`config.mk`:
```
export PLATFORM = sky130hd
export DESIGN_NAME = clk_div_multi
export DESIGN_NICKNAME = d
export VERILOG_FILES = /design/src/rtl/clk_div_pkg.sv /design/src/rtl/clk_div_chan.sv /design/src/rtl/clk_div_multi.sv
export SDC_FILE = /design/constraint.sdc
export NUM_CORES = 1
export LEC_CHECK = 0
export ABC_AREA = 1
export CAP_MARGIN = 30
export CORE_ASPECT_RATIO = 1.75
export CORE_MARGIN = 2
export CORE_UTILIZATION = 65
export DETAILED_ROUTE_END_ITERATION = 7
export DONT_BUFFER_PORTS = 1
export GPL_TIMING_DRIVEN = 0
export HOLD_SLACK_MARGIN = 0.03
export MAX_ROUTING_LAYER = met4
export PLACE_DENSITY = 0.81
export SYNTH_ARGS = -nofsm -noshare
export SYNTH_HDL_FRONTEND = slang
export SYNTH_SLANG_ARGS = --single-unit
```
`constraint.sdc`:
```
create_clock -name clk_100mhz -period 5.8 [get_ports clk_100mhz]
set_input_delay 1.16 -clock clk_100mhz [delete_from_list [all_inputs] [get_ports clk_100mhz]]
set_output_delay 1.16 -clock clk_100mhz [all_outputs]
set_load 0.05 [all_outputs]
```
`src/rtl/clk_div_pkg.sv`:
```
// Shared constants and helpers for the multi-channel clock divider.
package clk_div_pkg;

  localparam int MIN_DIV     = 2;
  localparam int DEF_CNT_W   = 16;
  localparam int DEF_DIV_VAL = 4;

  // High-phase length: ceil(N/2), so odd ratios get the extra cycle high.
  function automatic logic [31:0] half_hi(input logic [31:0] n);
    return n - (n >> 1);
  endfunction

  function automatic logic [31:0] clamp_div(input logic [31:0] v);
    return (v < 32'(MIN_DIV)) ? 32'(MIN_DIV) : v;
  endfunction

endpackage

```
`src/rtl/clk_div_chan.sv`:
```
// One divider channel: active/pending ratio, phase counter, registered level and tick.
module clk_div_chan
  import clk_div_pkg::*;
#(
  parameter int CNT_W   = DEF_CNT_W,
  parameter int DEF_DIV = DEF_DIV_VAL
) (
  input  logic             clk_100mhz,
  input  logic             rst,
  input  logic             en,
  input  logic             sync,
  input  logic             load,
  input  logic [CNT_W-1:0] div_val,
  output logic             clk_out,
  output logic             tick,
  output logic             pend
);

  logic [CNT_W-1:0] n_act, n_pend, p;
  logic [CNT_W-1:0] load_val, n_next, p_next, h_next;
  logic             at_end, wrap, pend_next;

  always_comb begin
    load_val = CNT_W'(clamp_div(32'(div_val)));
    at_end   = (p == n_act - CNT_W'(1));
    wrap     = en & (sync | at_end);

    // A load landing on a period boundary wins over any older pending ratio.
    n_next = n_act;
    if (wrap) begin
      if (load)      n_next = load_val;
      else if (pend) n_next = n_pend;
    end

    p_next = p;
    if (wrap)    p_next = '0;
    else if (en) p_next = p + CNT_W'(1);

    pend_next = pend;
    if (wrap)      pend_next = 1'b0;
    else if (load) pend_next = 1'b1;

    h_next = CNT_W'(half_hi(32'(n_next)));
  end

  always_ff @(posedge clk_100mhz) begin
    if (rst) begin
      n_act   <= CNT_W'(DEF_DIV);
      n_pend  <= CNT_W'(DEF_DIV);
      p       <= CNT_W'(DEF_DIV - 1);
      pend    <= 1'b0;
      clk_out <= 1'b0;
      tick    <= 1'b0;
    end else begin
      n_act <= n_next;
      p     <= p_next;
      pend  <= pend_next;
      tick  <= wrap;
      if (load && !wrap) n_pend <= load_val;
      if (en) clk_out <= (p_next < h_next);
    end
  end

endmodule

```
`src/rtl/clk_div_multi.sv`:
```
// Multi-channel programmable clock divider / tick generator on the 100 MHz board clock.
module clk_div_multi
  import clk_div_pkg::*;
#(
  parameter int NUM_CH  = 4,
  parameter int CNT_W   = DEF_CNT_W,
  parameter int DEF_DIV = DEF_DIV_VAL
) (
  input  logic                    clk_100mhz,
  input  logic                    rst,
  input  logic [NUM_CH*CNT_W-1:0] div_val,
  input  logic [NUM_CH-1:0]       div_load,
  input  logic [NUM_CH-1:0]       ch_en,
  input  logic                    sync_all,
  output logic [NUM_CH-1:0]       clk_out,
  output logic [NUM_CH-1:0]       tick,
  output logic [NUM_CH-1:0]       pend
);

  for (genvar i = 0; i < NUM_CH; i++) begin : g_ch
    clk_div_chan #(
      .CNT_W   (CNT_W),
      .DEF_DIV (DEF_DIV)
    ) u_chan (
      .clk_100mhz (clk_100mhz),
      .rst        (rst),
      .en         (ch_en[i]),
      .sync       (sync_all),
      .load       (div_load[i]),
      .div_val    (div_val[i*CNT_W +: CNT_W]),
      .clk_out    (clk_out[i]),
      .tick       (tick[i]),
      .pend       (pend[i])
    );
  end

endmodule
```
==> qor.yml, run 1 <==
initial_utilization_pct: 65.5
coreArea_um2: 24400
p_clk_share_pct: 29.8
first_pass_iters: 5
rows: 76
ys_warn_count: 0
post-route-period-util_pct: 93.2
yosysMostFrequentCell: "nand2_1"
hold_violations: 0
multi_input_area_um2: 10600
required_ps: 6190
yosys.cell_types.count: 52
worst_slew_pin_slew_ps: 972
utilization_pct: 71.1
area_growth_pct: 8.61
synth.largest_area_cell: "dfxtp_1"
ir_drop_uv: 250
final_area_um2: 17400
power_density_nw_per_um2: 267
cts_root_buf: "clkbuf_16"
drv_slew: 0
numCtsBuffers: 21
clk_latency_ps: 530
place_hpwl_um: 37600
overflow: 0
path_buf_inv: 6
async_reset_ff_share_pct: 0
synth_common_cells: "nand2_1 (519), nor2_1 (353), inv_1 (274)"
slew_headroom_pct: 35.2
outcome: "complete, no violations"
clkSinkCount: 204
drtAntennaViolNets: 0
p_seq_share_pct: 33.7
synth-seq-cells: 204
drt_wl_total_um: 48300
power.switching_mw: 1.73
ys_top_cells_by_area: "dfxtp_1 (26%), nand2_1 (12%), ha_1 (10%)"
hold_path.class: "reg -> reg"
die_w_um: 123
grt_antenna_before_repair: 3
path_common_cell: "nand2_1"
netlist_instances: 2437
drive_gt1_share_pct: 7.90
grt_max_degree: 16
syn_area_um2: 16000
dr_total_vias: 16300
cts_tree: "built"
worst_setup_path_start_kind: "flip-flop"
path_clk_slew_ps: 70
post_drt_wl_per_cell_um: 17.3
skew_ps: 12.5
port_buffers: 0
crit_family: "simple AND/OR/NAND/NOR gates"
place.gp.congestion: 0.977
cp_slowest_cell: "fa_1"
nNetsFinal: 2677
die_h_um: 212
finalPower_mw: 4.63
swShare_pct: 37.4
ys_seq_area_share_pct: 25.5
vias_per_cell: 5.81
rsz0062_at_grt: "true"
layout.cells.non_filler: 2797
setup_viol: 0
die_area_um2: 25900
placed_area_um2: 16400
critPathMaxFanout: 10
ff_latch_area_um2: 4080
ctsHoldBuffers: 0
htreeDepth: 1
fmax_ghz: 0.185
drcViolationCount: 0
criticalPathCategory: "reg -> reg"
synthFlopType: "dfxtp_1"
cts_buffer_depth: 3
grt_pass1_wl_um: 75600
period_minus_slack_ps: 5410
cp_slowest_stage_delay_ps: 390
fillCellCount: 2164
avgSynthCellArea_um2: 6.57
dp_cells: 2750
io_pins: 87
p_leak_nw: 8.09
pwr-share-comb_pct: 36.5
finalSetupTns_ps: 0
synth_edf_count: 0
p_int_mw: 2.90
cap_violations: 0
postSynthNetCount: 2644
drt_iter0_drc: 1141
grt_use_total_pct: 38.0
worstPathArrival_ps: 5800
endpoint_kind: "flip-flop"
grt_pass1_vias: 15800
synth_top_cell_area_share_pct: 25.5
-- layout by cell type, fill, tap and decap left out, types with 21 or more instances in the layout --
| master | Yosys | final |
|---|---|---|
| a21oi_1 | 123 | 123 |
| buf_2 | 24 | 21 |
| buf_4 | 16 | 26 |
| clkbuf_1 | 48 | 49 |
| clkbuf_16 | 0 | 21 |
| dfxtp_1 | 204 | 204 |
| ha_1 | 128 | 123 |
| inv_1 | 274 | 273 |
| nand2_1 | 519 | 519 |
| nand3_1 | 67 | 67 |
| nand3b_1 | 25 | 25 |
| nor2_1 | 353 | 351 |
| nor3_1 | 62 | 60 |
| nor4_1 | 22 | 22 |
| o211ai_1 | 35 | 35 |
| o21ai_0 | 172 | 151 |
| o21ai_1 | 20 | 29 |
| xnor2_1 | 57 | 57 |
| xor2_1 | 112 | 112 |
-- worst register-to-register path, delay by kind of cell (launching register included) --
| kind | cells | cell delay [ps] |
|---|---|---|
| AO/OA/AOI/OAI | 8 | 1050 |
| buffers and inverters | 6 | 700 |
| AND/OR/NAND/NOR | 21 | 1900 |
| XOR/XNOR | 1 | 140 |
| adder cells (fa/ha/maj) | 4 | 1110 |
| flip-flops | 1 | 360 |
-- logic make-up (layout without fill, tap and decap cells) --
kind of cell	count (synthesis)	count (layout)	synth area share, %
AOI/OAI and AO/OA	420	420	14.9
DFF	204	204	25.5
muxes	1	1	0.0626
adders and majority gates	132	132	10.5
xor gates and xnor gates	169	169	9.25
and+or+nand+nor	1131	1131	30.2
buffers and inverters	380	425	9.60
other	0	3	0
-- area by class of cell --
type	instances	area share [%]
Timing Repair Buffer	12	0.605
Clock buffer	27	3.27
Buffer	91	2.61
Antenna cell	3	0.0432
Sequential cell	204	23.5
Clock inverter	8	0.554
Inverter	287	6.26
Tap cell	312	2.25
Multi-Input combinational cell	1853	60.9
-- state kept, by name (all words and copies together), names as in the netlist --
register             count
g_ch.u_chan.clk_out      4
g_ch.u_chan.n_pend      64
g_ch.u_chan.tick         4
g_ch.u_chan.p           64
g_ch.u_chan.n_act       64
g_ch.u_chan.pend         4
-- power groups by stage --
| stage | logic (mW) | registers [mW] | clock network (mW) |
|---|---|---|---|
| final | 1.69 | 1.56 | 1.38 |
| after global routing | 1.91 | 1.57 | 1.44 |
| after CTS | 1.60 | 1.56 | 1.39 |
| after detailed placement | 1.58 | 1.59 | 0 |
| after global placement | 1.52 | 1.59 | 0 |
| after floorplan | 1.25 | 1.56 | 0 |
-- metrics by stage --
stage               worst slack, ps  hold WS, ps
floorplan                       868          430
global placement               -339          450
detailed placement             -326          456
CTS                            16.2          465
global route                  -84.7          489
finish                          393          465
-- routing by layer --
layer	GRT usage, %	up-vias	share of wire [%]
met2	64.9	526	50
li1	-	7991	-
met1	37.2	7499	36
met3	7.44	247	5.9
met4	29.3	0	8.7
met5	-	-	0
-- final timing paths --
kind,cells past startpoint,slack (ps),startpoint,to
worst min register to register,2,460,g_ch[3].u_chan.n_pend[3]$_SDFFE_PP0P_,g_ch[3].u_chan.n_pend[3]$_SDFFE_PP0P_
worst max register to register,40,390,g_ch[1].u_chan.n_act[0]$_SDFF_PP0_,g_ch[1].u_chan.clk_out$_SDFFE_PP0P_
worst max-delay path,40,390,g_ch[1].u_chan.n_act[0]$_SDFF_PP0_,g_ch[1].u_chan.clk_out$_SDFFE_PP0P_
worst min-delay path,2,460,g_ch[3].u_chan.n_pend[3]$_SDFFE_PP0P_,g_ch[3].u_chan.n_pend[3]$_SDFFE_PP0P_
-- timing repair --
action	CTS	global route
pin swaps	1	9
gates resized for setup	8	68
buffers inserted	0	10
setup endpoints to repair	1	4
No activity file was read; power rests on OpenSTA's default activity.
==> inputs of run 2 (changes only) <==
--- a/config.mk
+++ b/config.mk
@@ -18,4 +18,5 @@
 export PLACE_DENSITY = 0.81
 export SYNTH_ARGS = -nofsm -noshare
 export SYNTH_HDL_FRONTEND = slang
+export SYNTH_HIERARCHICAL = 1
 export SYNTH_SLANG_ARGS = --single-unit
==> run 2 against run 1 <==
Net effect: utilization fell by 0.27 points; non-clock buffer count fell by 20; cell count rose by 2.0%; clock power barely moved; via count rose by 0.94%; sequential power barely moved; combinational power fell by 5%; synthesized cell count rose by 2.8%; area after synthesis rose by 1.3%; worst setup slack got worse by 140 ps; sequential share of layout area barely moved.
==> qor.yml, run 2 <==
outcome: "complete, no violations"
ir_drop_uv: 269
synthFlopType: "dfxtp_1"
die_w_um: 123
path_clk_slew_ps: 60
critical_path_depth: 39
async_reset_ff_share_pct: 0
placed_area_um2: 16600
fmax_ghz: 0.180
coreArea_um2: 24500
post-route-period-util_pct: 95.6
grt_use_total_pct: 36.2
cts_buffer_depth: 3
drtAntennaViolNets: 0
fillCellCount: 2254
synth_simple_gate_area_share_pct: 30.7
synth-seq-cells: 204
synth.largest_area_cell: "dfxtp_1"
grt_pass1_wl_um: 74100
utilization_pct: 70.8
drt_wl_total_um: 46500
worstPathArrival_ps: 5910
synth_compound_area_share_pct: 15.4
criticalPathCategory: "reg -> reg"
numCtsBuffers: 22
cts_tree: "built"
dr_total_vias: 16400
grt_pass1_vias: 16100
hold_path.class: "reg -> reg"
postSynthNetCount: 2712
drv_slew: 0
synth_top_cell_area_share_pct: 25.2
post-place-ws_ps: 9.95
ys_top_cells_by_area: "dfxtp_1 (25%), nand2_1 (12%), ha_1 (9.9%)"
reg.largest.list: "g_ch.u_chan/n_act x64, g_ch.u_chan/n_pend x64, g_ch.u_chan/p x64"
synth_mux_area_share_pct: 0.185
synth_edf_count: 0
period_minus_slack_ps: 5540
synth_common_cells: "nand2_1 (502), nor2_1 (384), inv_1 (315)"
cts_root_buf: "clkbuf_16"
clk_latency_ps: 510
die_h_um: 213
drcViolationCount: 0
htreeDepth: 1
critPathMaxFanout: 10
cts_setup_buffers: 0
path_buf_inv: 6
place.gp.congestion: 0.991
grt_max_degree: 13
ctsHoldBuffers: 0
power_density_nw_per_um2: 262
rsz0062_at_grt: "true"
fin_ws_ps: 258
skew_ps: 8.96
port_buffers: 0
crit_family: "simple AND/OR/NAND/NOR gates"
worst_slew_pin_slew_ps: 828
post_drt_wl_per_cell_um: 16.3
synthAdderAreaFrac_pct: 10.4
yosysMostFrequentCell: "nand2_1"
final_area_um2: 17400
reg2reg_depth: 39
overflow: 0
setup_viol: 0
clkSinkCount: 204
slew_headroom_pct: 44.2
grt_antenna_before_repair: 1
first_pass_iters: 5
required_ps: 6170
layout.cells.non_filler: 2852
cp_slowest_stage_delay_ps: 420
p_leak_nw: 8.25
worst_setup_path_start_kind: "flip-flop"
die_area_um2: 26300
place_hpwl_um: 36600
area_growth_pct: 7.21
io_pins: 87
endpoint_kind: "flip-flop"
hold_violations: 0
netlist_instances: 2505
initial_utilization_pct: 66.1
synth_xor_area_share_pct: 8.10
cap_violations: 0
finalPower_mw: 4.56
drive_gt1_share_pct: 6.62
layout_commonest_cell: "nand2_1"
ys_seq_area_share_pct: 25.2
drt_iter0_drc: 921
min_delay_path_depth: 2
mostFrequentLayoutCells: "nand2_1 (502), nor2_1 (384), inv_1 (315), dfxtp_1 (204), o21ai_0 (154)"
rows: 76
cp_slowest_cell: "dfxtp_1"
synth_top_family_by_area: "simple AND/OR/NAND/NOR gates"
path_common_cell: "nand2_1"
ys_warn_count: 6
yosys.cell_types.count: 51
nNetsFinal: 2735
dp_cells: 2817
avgSynthCellArea_um2: 6.47
vias_per_cell: 5.76
syn_area_um2: 16200
==> run 2: cell families after synthesis <==
| family | after synthesis |
|---|---|
| compound gates | 438 |
| buf+inv | 414 |
| simple gates | 1164 |
| fa+ha+maj | 132 |
| mux | 3 |
| xor+xnor | 150 |
| flops | 204 |
==> run 2: stage by stage <==
stage,setup TNS [ps],hold slack (ps)
finish,0,454
global route,-59.5,468
CTS,0,457
detailed placement,0,450
global placement,0,444
floorplan,0,430
==> run 2: worst min-delay path: cells and delay by family (launching register included) <==
kind	cells	cell delay (ps)
compound gates	1	50
flops	1	300
buf+inv	1	60
==> run 2: what timing repair did <==
action	4_1_cts	5_1_grt
setup endpoints to repair	0	4
resized for setup	0	52
endpoints found under the hold margin	0	0
==> run 2: report_power, final <==
group	internal, mW	switching [mW]	total (mW)	leakage [nW]
registers	1.48	0.0971	1.58	1.68
clock network	0.800	0.568	1.37	0.337
logic	0.594	1.02	1.61	6.24
==> run 2: final cells by class <==
| type | count | area [um2] | area share, % |
|---|---|---|---|
| tap | 312 | 390 | 2.25 |
| buffer | 83 | 380 | 2.19 |
| clock buffer | 31 | 636 | 3.66 |
| inverter | 330 | 1240 | 7.16 |
| antenna | 1 | 2.50 | 0.0144 |
| sequential | 204 | 4080 | 23.5 |
| clock inverter | 4 | 45.0 | 0.259 |
| multi-input combinational | 1887 | 10600 | 61.0 |
==> run 2: worst paths after layout <==
| check | startpoint | end | slack [ps] |
|---|---|---|---|
| setup / recovery | g_ch[2].u_chan/n_act[0]$_SDFF_PP0_ | g_ch[2].u_chan/clk_out$_SDFFE_PP0P_ | 260 |
| hold / removal | g_ch[0].u_chan/n_pend[12]$_SDFFE_PP0P_ | g_ch[0].u_chan/n_pend[12]$_SDFFE_PP0P_ | 450 |
| setup reg to reg | g_ch[2].u_chan/n_act[0]$_SDFF_PP0_ | g_ch[2].u_chan/clk_out$_SDFFE_PP0P_ | 260 |
| hold reg to reg | g_ch[0].u_chan/n_pend[12]$_SDFFE_PP0P_ | g_ch[0].u_chan/n_pend[12]$_SDFFE_PP0P_ | 450 |
==> run 2: routing by layer <==
metal,global-route usage (%),part of all wire (%),up-vias
met3,5.40,5.1,209
li1,-,-,8204
met1,35.7,37,7497
met2,63.0,50,506
met4,27.1,8.2,0
met5,-,0,-
